==> src/rtl/alu_pkg.sv <==
`default_nettype none
// +--------------------------------------------------------------------------+
// | Module   : alu_pkg                                                       |
// | Purpose  : Shared opcode encodings for the alu datapath leaf.            |
// |            OP_XOR / OP_SHL / OP_SHR are only decoded when the build      |
// |            defines ALU_EXT_OPS_EN; otherwise those codes act as NOP.     |
// | Ports    : none (package)                                                |
// | Revision : 1.0 - initial release                                         |
// +--------------------------------------------------------------------------+
package alu_pkg;

   localparam logic [2:0] OP_ADD = 3'b000;
   localparam logic [2:0] OP_SUB = 3'b001;
   localparam logic [2:0] OP_AND = 3'b010;
   localparam logic [2:0] OP_OR  = 3'b011;
   localparam logic [2:0] OP_NOP = 3'b100;
   localparam logic [2:0] OP_XOR = 3'b101;
   localparam logic [2:0] OP_SHL = 3'b110;
   localparam logic [2:0] OP_SHR = 3'b111;

endpackage : alu_pkg
`default_nettype wire

==> src/rtl/alu_core.sv <==
`default_nettype none
// +--------------------------------------------------------------------------+
// | Module   : alu_core                                                      |
// | Purpose  : Purely combinational ALU function: result, carry and signed   |
// |            overflow from a, b and op_code.                               |
// |            Build option ALU_EXT_OPS_EN adds XOR / SHL / SHR.             |
// | Ports    : a, b     [WIDTH] operands (unsigned; two's complement for ovf)|
// |            op_code  [3]     operation select                             |
// |            result   [WIDTH] combinational result                         |
// |            carry            ADD carry-out / SUB no-borrow / shifted bit  |
// |            ovf              signed overflow for ADD/SUB                  |
// | Revision : 1.0 - initial release                                         |
// +--------------------------------------------------------------------------+
module alu_core
   import alu_pkg::*;
#(
   parameter int WIDTH = 4
) (
   input  logic [WIDTH-1:0] a,
   input  logic [WIDTH-1:0] b,
   input  logic [2:0]       op_code,
   output logic [WIDTH-1:0] result,
   output logic             carry,
   output logic             ovf
);

   localparam int c_msb = WIDTH - 1;

   // One extra bit on both paths: bit WIDTH of the sum is the carry-out, and
   // bit WIDTH of the difference is the borrow (set exactly when a < b).
   logic [WIDTH:0] w_sum;
   logic [WIDTH:0] w_diff;

   assign w_sum  = {1'b0, a} + {1'b0, b};
   assign w_diff = {1'b0, a} - {1'b0, b};

   always_comb begin
      result = '0;
      carry  = 1'b0;
      ovf    = 1'b0;
      case (op_code)
         OP_ADD: begin
            result = w_sum[WIDTH-1:0];
            carry  = w_sum[WIDTH];
            // Like-signed operands producing a result of the other sign.
            ovf    = (a[c_msb] == b[c_msb]) && (w_sum[c_msb] != a[c_msb]);
         end
         OP_SUB: begin
            result = w_diff[WIDTH-1:0];
            carry  = ~w_diff[WIDTH];
            // Opposite-signed operands where the result loses a's sign.
            ovf    = (a[c_msb] != b[c_msb]) && (w_diff[c_msb] != a[c_msb]);
         end
         OP_AND: result = a & b;
         OP_OR:  result = a | b;
`ifdef ALU_EXT_OPS_EN
         OP_XOR: result = a ^ b;
         OP_SHL: begin
            result = {a[WIDTH-2:0], 1'b0};
            carry  = a[c_msb];
         end
         OP_SHR: begin
            result = {1'b0, a[WIDTH-1:1]};
            carry  = a[0];
         end
         OP_NOP: ;
`else
         OP_NOP, OP_XOR, OP_SHL, OP_SHR: ;
`endif
         default: ;
      endcase
   end

endmodule : alu_core
`default_nettype wire

==> src/rtl/alu.sv <==
`default_nettype none
// +--------------------------------------------------------------------------+
// | Module   : alu                                                           |
// | Purpose  : Registered ALU (ADD/SUB/AND/OR, NOP on unused codes). The     |
// |            combinational alu_core result is captured with its status     |
// |            flags one clock after a valid issue. Asynchronous,            |
// |            active-high reset.                                            |
// |            Build option ALU_EXT_OPS_EN enables XOR / SHL / SHR.          |
// | Ports    : clk, rst          clock, async active-high reset              |
// |            in_valid          operands/opcode valid this cycle            |
// |            a, b     [WIDTH]  operands                                    |
// |            op_code  [3]      operation select                            |
// |            result   [WIDTH]  registered result                           |
// |            out_valid         result/flags updated from a valid op        |
// |            carry, zero, negative, ovf   registered status flags          |
// | Revision : 1.0 - initial release                                         |
// +--------------------------------------------------------------------------+
module alu
   import alu_pkg::*;
#(
   parameter int WIDTH = 4
) (
   input  logic             clk,
   input  logic             rst,
   input  logic             in_valid,
   input  logic [WIDTH-1:0] a,
   input  logic [WIDTH-1:0] b,
   input  logic [2:0]       op_code,
   output logic [WIDTH-1:0] result,
   output logic             out_valid,
   output logic             carry,
   output logic             zero,
   output logic             negative,
   output logic             ovf
);

   logic [WIDTH-1:0] w_core_result;
   logic             w_core_carry;
   logic             w_core_ovf;

   logic [WIDTH-1:0] r_result;
   logic             r_out_valid;
   logic             r_carry;
   logic             r_zero;
   logic             r_negative;
   logic             r_ovf;

   alu_core #(
      .WIDTH   (WIDTH)
   ) u_core (
      .a       (a),
      .b       (b),
      .op_code (op_code),
      .result  (w_core_result),
      .carry   (w_core_carry),
      .ovf     (w_core_ovf)
   );

   // out_valid follows in_valid every cycle; the result and flags only load
   // on a valid issue so they hold across idle cycles. zero resets high to
   // stay consistent with the cleared result.
   always_ff @(posedge clk or posedge rst) begin
      if (rst) begin
         r_result    <= '0;
         r_out_valid <= 1'b0;
         r_carry     <= 1'b0;
         r_zero      <= 1'b1;
         r_negative  <= 1'b0;
         r_ovf       <= 1'b0;
      end else begin
         r_out_valid <= in_valid;
         if (in_valid) begin
            r_result   <= w_core_result;
            r_carry    <= w_core_carry;
            r_zero     <= (w_core_result == '0);
            r_negative <= w_core_result[WIDTH-1];
            r_ovf      <= w_core_ovf;
         end
      end
   end

   assign result    = r_result;
   assign out_valid = r_out_valid;
   assign carry     = r_carry;
   assign zero      = r_zero;
   assign negative  = r_negative;
   assign ovf       = r_ovf;

endmodule : alu
`default_nettype wire

==> config.mk <==
export PLATFORM = sky130hd
export DESIGN_NAME = alu
export DESIGN_NICKNAME = d
export VERILOG_FILES = /design/src/rtl/alu_pkg.sv /design/src/rtl/alu_core.sv /design/src/rtl/alu.sv
export SDC_FILE = /design/constraint.sdc
export NUM_CORES = 1
export LEC_CHECK = 0
export CORE_MARGIN = 3
export CORE_UTILIZATION = 45
export DETAILED_ROUTE_END_ITERATION = 16
export PLACE_DENSITY_LB_ADDON = 0.12
export SLEW_MARGIN = 20
export SYNTH_ARGS = -nofsm -noshare
export SYNTH_HDL_FRONTEND = slang
export SYNTH_SLANG_ARGS = --single-unit
==> constraint.sdc <==
create_clock -name clk -period 1.97 [get_ports clk]
set_clock_uncertainty 0.05 [all_clocks]
set_input_delay 0.2955 -clock clk [delete_from_list [all_inputs] [get_ports clk]]
set_output_delay 0.2955 -clock clk [all_outputs]
set_load 0.03 [all_outputs]
# Yosys cells after proc, flatten, opt, wreduce, memory -nomap -nowiden
# Cells that the tools add are included.
[word_totals] regBits=9 input_bits=14 wordCells=25 out_inout_bits=9
[classes] bitwise=3 mux=3 n_addsub=2 n_eq_ne=7 reduce_logical=4
[ops] operator="one-hot mux 4 bit (4 select lines)" count=1
[ops] operator="== test 3 x 2 -> 1 bit, second input constant" count=2
[ops] operator="adder 4 x 4 -> 5 bit" count=1
[ops] operator="subtractor 4 x 4 -> 5 bit" count=1
[ops] operator="AND 4 bit" count=1
[ops] operator="logical NOT 4 bit" count=1
[ops] operator="OR 4 bit" count=1
[ops] operator="one-hot mux 1 bit (2 select lines)" count=2
[ops] operator="== test 3 x 1 -> 1 bit, second input constant" count=1
[ops] operator="logical NOT 3 bit" count=1
[ops] operator="inequality test 1 bit" count=3
[ops] operator="logical AND 1 bit" count=2
[ops] operator="== test 1 bit" count=1
[ops] operator="inverter 1 bit" count=1

# Longest topological paths before layout
[depth] depth_word=4 depth_mapped=8 depth_no_buf=8

# Hierarchy
# Synthesis repeated with hierarchy kept, for this count alone.
[hier_totals] cells_unflattened=90 hier_area_um2=893.4
[modules_own_cells] module="alu_core" cells_per_inst=71 seq_area_each_um2=0.0 n_inst=1 area_per_inst_um2=551.8
[modules_own_cells] module="alu" cells_per_inst=19 seq_area_each_um2=201.4 n_inst=1 area_per_inst_um2=341.6

# Least setup slack after synthesis
# No wires, ideal clock.
[synth_path] path_type="input to register" startpoint="in a[1]" endpoint="reg r_zero (netlist: zero)" path_slack_ns=0.032 required_time_ns=1.823 arrival_ns=1.791 stages=7 n_path_buf=0 setup_time_ns=0.097 path_cell_list="inv_1 -> ha_1 -> o21bai_1 -> a311oi_1 -> or3_1 -> a31o_1 -> o41ai_2"
[synth_via] elab_chain_cells=3 elab_cells_between_ends=6 cone_classes="add/sub: 2; mux: 1; bitwise: 2; reduce/logical: 1"
[synth_rtl] element="start, declared" line_no="alu.sv:26" source="input logic [WIDTH-1:0] a,"
[synth_rtl] element="subtractor 4 x 4 -> 5 bit (tied with other cells)" line_no="alu_core.sv:35" source="assign w_diff = {1'b0, a} - {1'b0, b};"
[synth_rtl] element="one-hot mux 4 bit (4 select lines) *" line_no="alu_core.sv:41" source="case (op_code)"
[synth_rtl] element="logical NOT 4 bit *" line_no="alu.sv:75" source="r_zero <= (w_core_result == '0);"
[synth_rtl] element="end signal, assigned" line_no="alu.sv:75"
[synth_rtl] element="end, declared" line_no="alu.sv:44" source="logic r_zero;"
# Every way passes the cells marked *; elsewhere a longest branch is shown, timed or not.
# A chain may end at the register's enable or synchronous reset.

# Worst setup path after layout
[layout_path] startpoint="in op_code[0]" endpoint="reg r_result[3] (netlist: result[3])"
[layout_via] elab_chain_cells=2 elab_cells_between_ends=5 cone_classes="eq/ne: 3; mux: 1; reduce/logical: 1"
[layout_rtl] element="start, declared" line_no="alu.sv:28" source="input logic [2:0] op_code,"
[layout_rtl] element="== test 3 x 2 -> 1 bit (tied with other cells)" line_no="alu_core.sv:41"
[layout_rtl] element="one-hot mux 4 bit (4 select lines) *" line_no="alu_core.sv:41"
[layout_rtl] element="end signal, assigned" line_no="alu.sv:73" source="r_result <= w_core_result;"
[layout_rtl] element="end, declared" line_no="alu.sv:41" source="logic [WIDTH-1:0] r_result;"
# Marked as above.

==> implementation parameters <==
Parameter                              Value

Clock tree
  Clock latency reported for the late side of the worst-skew pair ... ~0.25 ns
  Clock Sinks ... 8
  CTS tree ... built
  Clock tree root buffer cell ... sky130_fd_sc_hd__clkbuf_4
  Maximum clock path buffer count ... 2
  H-Tree Depth ... 1
  Clock slew at the register clock pins of the worst setup and hold paths ... 0.06 ns
  Clock buffer count from CTS ... 3

Placement
  Total instance count after detailed placement ... 149
  Placer's final routability congestion estimate ... 0.779
  Buffers on Ports ... 22
  Hpwl dp ... 1.43 mm

Timing
  Tightest Pin Transition ... 0.320 ns
  Number of failing setup endpoints in the final timing report ... 0
  Slew headroom ... 0.786
  Number of pins exceeding their max-slew limit in the final report ... 0
  Setup repair after global routing missed its margin ... no
  Highest clock frequency the design can meet ... 526 MHz
  Hold slack final ... 0.227 ns
  Hold Vio Cnt, Final ... 0
  Final clock period utilization by the worst path ... 0.964
  Post-layout minimum cycle time ... 1.90 ns

Pwr
  Static Leakage ... 0.589 nW
  VDD IR max ... 0.000423 V
  PwrDens ... 499 nW/um2

Final layout
  Register cell area after layout ... just over 200 um2
  Antenna diodes ... 0
  Layout fillers ... just under 100
  Area Overhead vs Synth ... 58.7%
  Layout cells sized above 1 ... 0.351
  Net count, final ... 160
  Area of the multi-input gates ... 604 um2
  Count of placed standard cells in the final layout, fillers left out ... 155

Setup path
  Arrival time at the worst endpoint ... 1.99 ns
  Endpoint type of the worst setup path ... flop
  Critical path startpoint category ... primary input
  Maximum fanout encountered on the critical timing path ... 6
  Worst Path Required ... 2.06 ns
  Worst r2r path cells ... 1
  Startpoint-to-endpoint class of the critical path ... in2reg

Yosys
  Share of synthesized registers carrying an async set or reset ... 1.00
  Number of different library cells in the post-synthesis netlist ... 30
  EDFF count, synth ... 0
  Post-Synthesis Net Count ... 118
  Cell area after synthesis ... between 800 and 900 um2
  Number of synthesized register bits ... 8
  Ys flop type ... sky130_fd_sc_hd__dfrtp_1
  Leading cell types by total area after synthesis ... sky130_fd_sc_hd__dfrtp_1, sky130_fd_sc_hd__ha_1, sky130_fd_sc_hd__inv_1
  Share of synthesized area occupied by flip-flops and latches ... 0.251
  Dominant cell type by area after synthesis ... sky130_fd_sc_hd__dfrtp_1
  Count of synthesis-stage warnings from yosys ... 0
  Share of the synthesized area in the top cell type ... 0.218
  Post-synthesis cell count ... 90
  Syn Area/Cell ... 8.93 um2

Die
  Core Footprint ... ~1600 um2
  Floorplan row count ... 14
  Area of the die ... 2330 um2
  Initial core utilization ... 0.504
  Chip Width ... 48.3 um
  Floorplan die height ... ~48 um
  Total I/O pin count ... 23

Flow run
  Count of maximum capacitance violations ... 0

Worst hold path
  Min-delay worst type ... in2async

Status
  Status ... finished, final reports clean

Route
  Overall via count from detail_route ... 761
  Wirelength, routed ... roughly 1.9 mm
  Post-route ant nets ... 0
  Violation count after the first detailed-routing iteration ... 7
  Detailed-route wire length per cell ... about 12 um
  Via density per instance ... 4.91
  DR DRC count ... 0
  TritonRoute pass-1 iters ... 4

Global routing
  Initial antenna violation count ... 0
  Maximum number of pins on one net before global-route repair ... 11
  Via count of the first global-routing pass ... 754
  Final global-route overflow total ... 0
  First-pass GRT wire length ... 2.97 mm
  Overall track demand over capacity in global routing ... 0.184
routing by layer:
layer,global-route usage,share of wire
met1,0.196,0.41
met2,0.346,0.54
met3,0.0480,0.034
met5,0,0
met4,0.0538,0.019
registers in the layout, indices dropped and copies added, names as in the netlist:
register and flops:
out_valid 1, ovf 1, zero 1, carry 1, result 4
cell type report:
class	instances	area share
Sequential cell	8	0.158
Inverter	15	0.0442
Tap cell	24	0.0236
Timing Repair Buffer	41	0.280
Clock buffer	4	0.0206
Multi-Input combinational cell	63	0.474
stage by stage:
stage	cell area (um2)	setup WS, ns	total power [mW]	utilization	setup TNS, ns
2_1_floorplan	803	0.0317	0.357	-	0
5_1_grt	1270	0.00165	0.677	0.800	0
3_5_place_dp	1160	-0.622	0.476	0.728	-2.14
3_3_place_gp	1160	-0.579	0.470	0.728	-2.02
6_report	1270	0.0704	0.636	0.800	0
4_1_cts	1270	0.0280	0.635	0.795	0
final timing paths:
| kind | start | end | slack (ns) |
|---|---|---|---|
| setup / recovery | op_code[0] | result[3] | 0.07 |
| hold / removal | rst | ovf | 0.23 |
| setup reg to reg | result[1] | result[1] | 1.16 |
| hold reg to reg | result[0] | result[0] | 0.45 |
| max in group asynchronous | rst | zero | 1.35 |
| min in group clk | result[0] | result[0] | 0.45 |
kinds of logic (layout without fill, tap and decap cells):
kind of cell    Yosys count  in the layout  synth area share
compound gates           18             18             0.153
xor+xnor                  4              4            0.0436
mux                       7              7             0.107
fa+ha+maj                14             14             0.237
simple gates             20             20             0.114
buf+inv                  19             60            0.0950
flops                     8              8             0.251
synth_stat cells (2+ instances only):
| master | count |
|---|---|
| sky130_fd_sc_hd__mux2i_1 | 3 |
| sky130_fd_sc_hd__mux2_2 | 3 |
| sky130_fd_sc_hd__fa_1 | 2 |
| sky130_fd_sc_hd__nor2_1 | 11 |
| sky130_fd_sc_hd__clkbuf_1 | 2 |
| sky130_fd_sc_hd__o21ai_0 | 5 |
| sky130_fd_sc_hd__inv_1 | 15 |
| sky130_fd_sc_hd__ha_1 | 12 |
| sky130_fd_sc_hd__nand2_1 | 2 |
| sky130_fd_sc_hd__xnor2_1 | 4 |
| sky130_fd_sc_hd__a21oi_1 | 5 |
| sky130_fd_sc_hd__dfrtp_1 | 7 |
| sky130_fd_sc_hd__and2_1 | 2 |
worst max-delay path: stages:
cell	delay [ns]
sky130_fd_sc_hd__clkdlybuf4s50_1	0.59
sky130_fd_sc_hd__and2_1	0.18
sky130_fd_sc_hd__a311oi_2	0.05
sky130_fd_sc_hd__or3_1	0.39
sky130_fd_sc_hd__a31o_1	0.26
sky130_fd_sc_hd__buf_4	0.13
sky130_fd_sc_hd__o21a_1	0.09
where the power goes:
part / switching (mW) / internal (mW) / total, mW / leakage [nW]
clock network: 0.0550 / 0.0774 / 0.132 / 0.0150
logic: 0.152 / 0.158 / 0.310 / 0.474
registers: 0.00943 / 0.185 / 0.194 / 0.100
total: 0.217 / 0.420 / 0.636 / 0.589
placed cells by master (no fill, tap or decap), types with 4 or more instances in the layout:
cell	instances
sky130_fd_sc_hd__dfrtp_1	7
sky130_fd_sc_hd__inv_2	6
sky130_fd_sc_hd__buf_4	19
sky130_fd_sc_hd__dlygate4sd2_1	5
sky130_fd_sc_hd__inv_1	9
sky130_fd_sc_hd__clkdlybuf4s50_1	16
sky130_fd_sc_hd__nor2_1	9
sky130_fd_sc_hd__xnor2_1	4
sky130_fd_sc_hd__ha_1	7
sky130_fd_sc_hd__a21oi_1	4
sky130_fd_sc_hd__o21ai_0	5
repair_timing:
action,4_1_cts,5_1_grt
setup endpoints to repair,4,4
pin swaps,8,1
buffers inserted,2,0
gates resized for setup,23,4
hold buffers,0,0
Note: power is estimated with default switching activity, not from simulation.
